<file path="src/rtl/mem_writer_pkg.sv">
// Shared types and defaults for the burst-loaded lookup table (mem_writer).
package mem_writer_pkg;

    localparam int unsigned DEF_DATA_W = 4;
    localparam int unsigned DEF_ADDR_W = 3;
    localparam int unsigned DEF_DEPTH  = 8;

    typedef enum logic [1:0] {
        ST_IDLE  = 2'd0,
        ST_BURST = 2'd1,
        ST_DONE  = 2'd2
    } state_t;

    // Power-on/reset table contents: entry i holds 2*i, wrapped to the word width.
    function automatic int unsigned default_word(input int unsigned i,
                                                 input int unsigned dw = DEF_DATA_W);
        return (2 * i) % (32'd1 << dw);
    endfunction

endpackage

</file>
<file path="src/rtl/mem_writer_array.sv">
// Table storage for mem_writer: reset-initialised registers, one write port,
// combinational read mux.
module mem_writer_array
    import mem_writer_pkg::*;
#(
    parameter int unsigned DATA_W = DEF_DATA_W,
    parameter int unsigned ADDR_W = DEF_ADDR_W,
    parameter int unsigned DEPTH  = DEF_DEPTH
) (
    input  logic              clk,
    input  logic              rst,
    input  logic              i_we,
    input  logic [ADDR_W-1:0] i_waddr,
    input  logic [DATA_W-1:0] i_wdata,
    input  logic [ADDR_W-1:0] i_raddr,
    output logic [DATA_W-1:0] o_rdata
);

    logic [DATA_W-1:0] r_mem [DEPTH];

    always_ff @(posedge clk) begin
        if (rst) begin
            for (int unsigned i = 0; i < DEPTH; i++) begin
                r_mem[i] <= DATA_W'(default_word(i, DATA_W));
            end
        end else if (i_we) begin
            r_mem[i_waddr] <= i_wdata;
        end
    end

    assign o_rdata = r_mem[i_raddr];

endmodule

</file>
<file path="src/rtl/mem_writer.sv">
// Burst writer for the 8x4 lookup table: command (addr, len) then beats on wr_valid/wr_ready.
// Optional MEM_WRITER_WRAP_ERR_EN rejects bursts that would run past the last entry.
module mem_writer
    import mem_writer_pkg::*;
#(
    parameter int unsigned DATA_W = DEF_DATA_W,
    parameter int unsigned ADDR_W = DEF_ADDR_W,
    parameter int unsigned DEPTH  = DEF_DEPTH
) (
    input  logic              clk,
    input  logic              rst,
    input  logic              cmd_valid,
    output logic              cmd_ready,
    input  logic [ADDR_W-1:0] cmd_addr,
    input  logic [ADDR_W:0]   cmd_len,
    input  logic              wr_valid,
    output logic              wr_ready,
    input  logic [DATA_W-1:0] wr_data,
    output logic              busy,
    output logic              done,
    output logic              err,
    input  logic [ADDR_W-1:0] rd_addr,
    output logic [DATA_W-1:0] rd_data
);

    state_t            r_state;
    logic [ADDR_W-1:0] r_ptr;
    logic [ADDR_W:0]   r_remaining;
    logic              r_done;
    logic              r_err;

    logic              w_cmd_fire;
    logic              w_beat_fire;
    logic              w_cmd_oob;

    assign cmd_ready   = (r_state == ST_IDLE);
    assign wr_ready    = (r_state == ST_BURST);
    assign busy        = (r_state == ST_BURST) || (r_state == ST_DONE);
    assign done        = r_done;
    assign err         = r_err;

    assign w_cmd_fire  = cmd_valid && cmd_ready;
    assign w_beat_fire = wr_valid && wr_ready;

`ifdef MEM_WRITER_WRAP_ERR_EN
    logic [ADDR_W+1:0] w_end;
    // Two spare bits so addr+len never overflows before the compare.
    assign w_end     = {2'b00, cmd_addr} + {1'b0, cmd_len};
    assign w_cmd_oob = (w_end > (ADDR_W+2)'(DEPTH));
`else
    assign w_cmd_oob = 1'b0;
`endif

    always_ff @(posedge clk) begin
        if (rst) begin
            r_state     <= ST_IDLE;
            r_ptr       <= '0;
            r_remaining <= '0;
            r_done      <= 1'b0;
            r_err       <= 1'b0;
        end else begin
            r_done <= 1'b0;
            case (r_state)
                ST_IDLE: begin
                    if (w_cmd_fire) begin
                        r_err <= w_cmd_oob;
                        if (w_cmd_oob || (cmd_len == '0)) begin
                            r_state <= ST_DONE;
                            r_done  <= 1'b1;
                        end else begin
                            r_ptr       <= cmd_addr;
                            r_remaining <= cmd_len;
                            r_state     <= ST_BURST;
                        end
                    end
                end
                ST_BURST: begin
                    if (w_beat_fire) begin
                        // ptr is exactly ADDR_W bits wide, so it wraps modulo DEPTH for free.
                        r_ptr       <= r_ptr + 1'b1;
                        r_remaining <= r_remaining - 1'b1;
                        if (r_remaining == (ADDR_W+1)'(1)) begin
                            r_state <= ST_DONE;
                            r_done  <= 1'b1;
                        end
                    end
                end
                ST_DONE: begin
                    r_state <= ST_IDLE;
                end
                default: begin
                    r_state <= ST_IDLE;
                end
            endcase
        end
    end

    mem_writer_array #(
        .DATA_W (DATA_W),
        .ADDR_W (ADDR_W),
        .DEPTH  (DEPTH)
    ) u_array (
        .clk     (clk),
        .rst     (rst),
        .i_we    (w_beat_fire),
        .i_waddr (r_ptr),
        .i_wdata (wr_data),
        .i_raddr (rd_addr),
        .o_rdata (rd_data)
    );

endmodule

</file>
<file path="config.mk">
export PLATFORM = sky130hd
export DESIGN_NAME = mem_writer
export DESIGN_NICKNAME = d
export VERILOG_FILES = /design/src/rtl/mem_writer_pkg.sv /design/src/rtl/mem_writer_array.sv /design/src/rtl/mem_writer.sv
export SDC_FILE = /design/constraint.sdc
export NUM_CORES = 1
export LEC_CHECK = 0
export ABC_AREA = 1
export CAP_MARGIN = 15
export CORE_ASPECT_RATIO = 0.75
export CORE_MARGIN = 2
export CORE_UTILIZATION = 31
export CTS_CLUSTER_DIAMETER = 80
export CTS_CLUSTER_SIZE = 10
export DETAILED_ROUTE_END_ITERATION = 7
export GPL_TIMING_DRIVEN = 1
export PLACE_DENSITY = 0.52
export SLEW_MARGIN = 0
export SYNTH_ARGS = -nofsm -noshare
export SYNTH_HDL_FRONTEND = slang
export SYNTH_SLANG_ARGS = --single-unit
</file>
<file path="constraint.sdc">
create_clock -name clk -period 1.61 [get_ports clk]
set_clock_uncertainty 0.1 [all_clocks]
set_input_delay 0.161 -clock clk [delete_from_list [all_inputs] [get_ports clk]]
set_output_delay 0.161 -clock clk [all_outputs]
set_load 0.02 [all_outputs]
</file>
==> summary.md <==
| Metric | Value |
|---|---|
| Multi-input combinational cell area | `932.1 um2` |
| Internal reg-to-reg setup slack | `0.06 ns` |
| Status | `finished clean` |
| CP max stage cell | `edfxtp_1` |
| Worst-path maximum fanout | `1` |
| Mapped Nets | `287` |
| Number of cell rows | `26` |
| Initial Util | `0.3200` |
| Core area | `0.006799 mm2` |
| Most frequent cells after synthesis | `69 x nand2_1, 55 x nor2_1, 32 x edfxtp_1` |
| Synth area leaders | `edfxtp_1 44%, nand2_1 12%, nor2_1 9.5%, dfxtp_1 9.2%, o21ai_0 5.5%` |
| Routed len/inst | `12.93 um` |
| Top cell type's share of synthesized area | `0.4416` |
| Setup crit end | `rd_data[0]` |
| Setup Viol. Count Final | `0` |
| Area grow syn2layout | `31.97%` |
| Fraction of layout cells with a size suffix above 1 | `0.2404` |
| Drt drc | `0` |
| RSZ-0062 raised after global routing | `yes` |
| Worst path max stage delay | `0.42 ns` |
| #FFs+latches synth | `42` |
| Pre-Repair DR Iteration Count | `4` |
| Post-DRT Antenna Nets | `0` |
| Total Routed Length | `5119 um` |
| Worst path depth | `7` |
| Crit path kind | `flop to output pin` |
| Delay-heaviest family, CP | `flip-flops` |
| Pin count of the biggest net entering global routing | `17` |
| Total gr overflow | `0` |
| Clock tree buffer depth | `2` |
| Synth cell types | `22` |
| Hold Crit Class | `flop to flop` |
| Mean Syn Cell Area | `8.242 um2` |
| Worst r2r path cells | `8` |
| Mapped cell area | `0.002176 mm2` |
| Crit path DAT | `1.31 ns` |
| Setup crit start | `u_array.r_mem[0][0]` |
| Final Hold Viols | `0` |
| First-pass GRT wire length | `8231 um` |
| TritonCTS Sinks | `42` |
| Reg clk slew, reported paths | `0.08 ns` |
| FF/Latch Area | `0.001164 mm2` |
| Final period utilization | `0.9743` |
| Crit-path cells | `nor2_1 -> nor2_1 -> o21ai_1 -> o21ai_1 -> nand2_1 -> nand2_1 -> buf_6` |
| Die footprint | `0.007712 mm2` |
| Worst vdd ir | `1.038 mV` |
| Vias in the first global route | `1,671` |
| CTS tree | `done` |
| RePlAce Congestion | `0.7833` |
| IO Port Bufs | `25` |
| # IOs | `27` |
| Power Density | `1359 mW/mm2` |
| Synth Flop Type | `edfxtp_1` |
| Worst setup EP type | `output pin` |
| Max Freq | `637.5 MHz` |
| Reg-to-Reg Start | `r_state[1]` |
| Crit path buf inv count | `1` |
| Top cell type by total area after synthesis | `edfxtp_1` |
| Tmin final | `1.569 ns` |
| Power after layout | `3.902 mW` |
| EDFF count, synth | `32` |
| Most frequent cell after synthesis | `nand2_1` |
| DIE HEIGHT | `76.56 um` |
| Synth warn | `0` |
| Required @ worst endpoint | `1.35 ns` |
| Hold Slack | `0.4023 ns` |
| Max Slew Vio Count | `0` |
| Global-route usage over all layers | `0.1391` |
| Worst R2R End | `u_array.r_mem[4][3]` |
| Dpl hpwl | `3807 um` |
| CP Launch Type | `flop` |
| H-tree depth | `2` |
| Post-synthesis sequential area ratio | `0.5336` |
| Starting DRT DRC Count | `77` |
| Post-synth ARST share | `0` |
| Fillers | `684` |
| Maxcap violations | `0` |
| Width of the die | `100.7 um` |
| Clk_lat worst skew | `0.29 ns` |
| Static leakage | `1.156 nW` |
| Util after Layout | `0.4223` |
| Initial antenna violation count | `0` |
| Vias | `1,769` |
| Final #Nets | `334` |
| Synth Instances | `264` |
| Vias/cell | `4.467` |
| Num CTS Buffers | `5` |
| Hold buffers post-CTS | `0` |
| Clock root buffer master | `clkbuf_8` |
| ANT cells | `0` |
[cells in the final DEF (no fill, tap or decap), drive strengths merged]
cell / count
nand2: 73
edfxtp: 32
xnor2: 2
o22ai: 1
nand3: 6
conb: 1
a21oi: 8
dfxtp: 10
nand3b: 1
nor2: 60
bufinv: 2
clkinv: 2
clkbuf: 6
dlymetal6s2s: 1
inv: 25
dlygate4sd2: 1
clkdlybuf4s15: 2
ha: 5
buf: 27
o21ai: 31
clkdlybuf4s50: 16
[metrics by stage]
step / setup TNS, ns / cell area (um2) / instances / worst slack, ns
after floorplan: -0.3539 / 2203 / 264 / -0.01824
after detailed placement: -6.071 / 2640 / 383 / -0.5541
final: 0 / 2872 / 396 / 0.04132
after global routing: -0.6026 / 2872 / 396 / -0.04592
after global placement: -5.380 / 2640 / 383 / -0.5449
after CTS: 0 / 2778 / 393 / 0.002226
[sequential cells by signal, indices dropped and copies added, names as in the netlist]
name	cells
r_remaining	4
r_state	2
u_array.r_mem	32
r_ptr	3
done	1
[power breakdown]
part	internal [mW]	switching (mW)	total, mW
sequential	1.31	0.109	1.42
clock	0.614	0.377	0.991
combinational	0.601	0.891	1.49
[kinds of logic (layout without fill, tap and decap cells)]
group           Yosys count  after routing  share of synthesized area
xor+xnor                  2              2                   0.008052
buf+inv                  34             82                    0.06958
fa+ha+maj                 5              5                    0.02875
compound gates           40             40                    0.09259
other cells               1              1                   0.001723
simple gates            140            140                     0.2657
flops                    42             42                     0.5336
[worst min path at each step]
stage | from | endpoint | depth (start not counted)
floorplan | cmd_len[3] | r_remaining[3] | 4
global placement | r_state[1] | r_state[1] | 2
detailed placement | r_remaining[1] | r_remaining[1] | 2
CTS | r_remaining[1] | r_remaining[1] | 2
global route | r_remaining[1] | r_remaining[1] | 2
finish | r_remaining[1] | r_remaining[1] | 2
[routing by layer]
layer  vias up  part of all wire  GRT usage
met5         -                 0          0
met4         0            0.0094    0.05479
met3         4             0.040    0.03211
met2        35              0.39     0.1767
met1       793              0.55     0.2207
li1        937                 -          -
[layout make-up]
type                    instances  area share
inverters                      26     0.03486
flip-flops and latches         42      0.4052
repair buffers                 48      0.1525
clock inverters                 3     0.02222
well taps                      84     0.03660
multi-input cells             188      0.3246
clock buffers                   5     0.02397
[worst register-to-register path, cell delays in order (launching register included)]
cell	delay, ns
dfxtp_2	0.33
inv_2	0.07
ha_4	0.13
nand2_2	0.05
nor2_2	0.09
inv_2	0.07
nor2_4	0.18
nand2_1	0.12
nand2_2	0.12
[repair_timing]
action,CTS,global route
buffers inserted,0,2
resized for setup,31,36
setup endpoints to repair,11,53
cloned,2,1
pin swaps,0,17
Power figures use the tool's default switching activity.
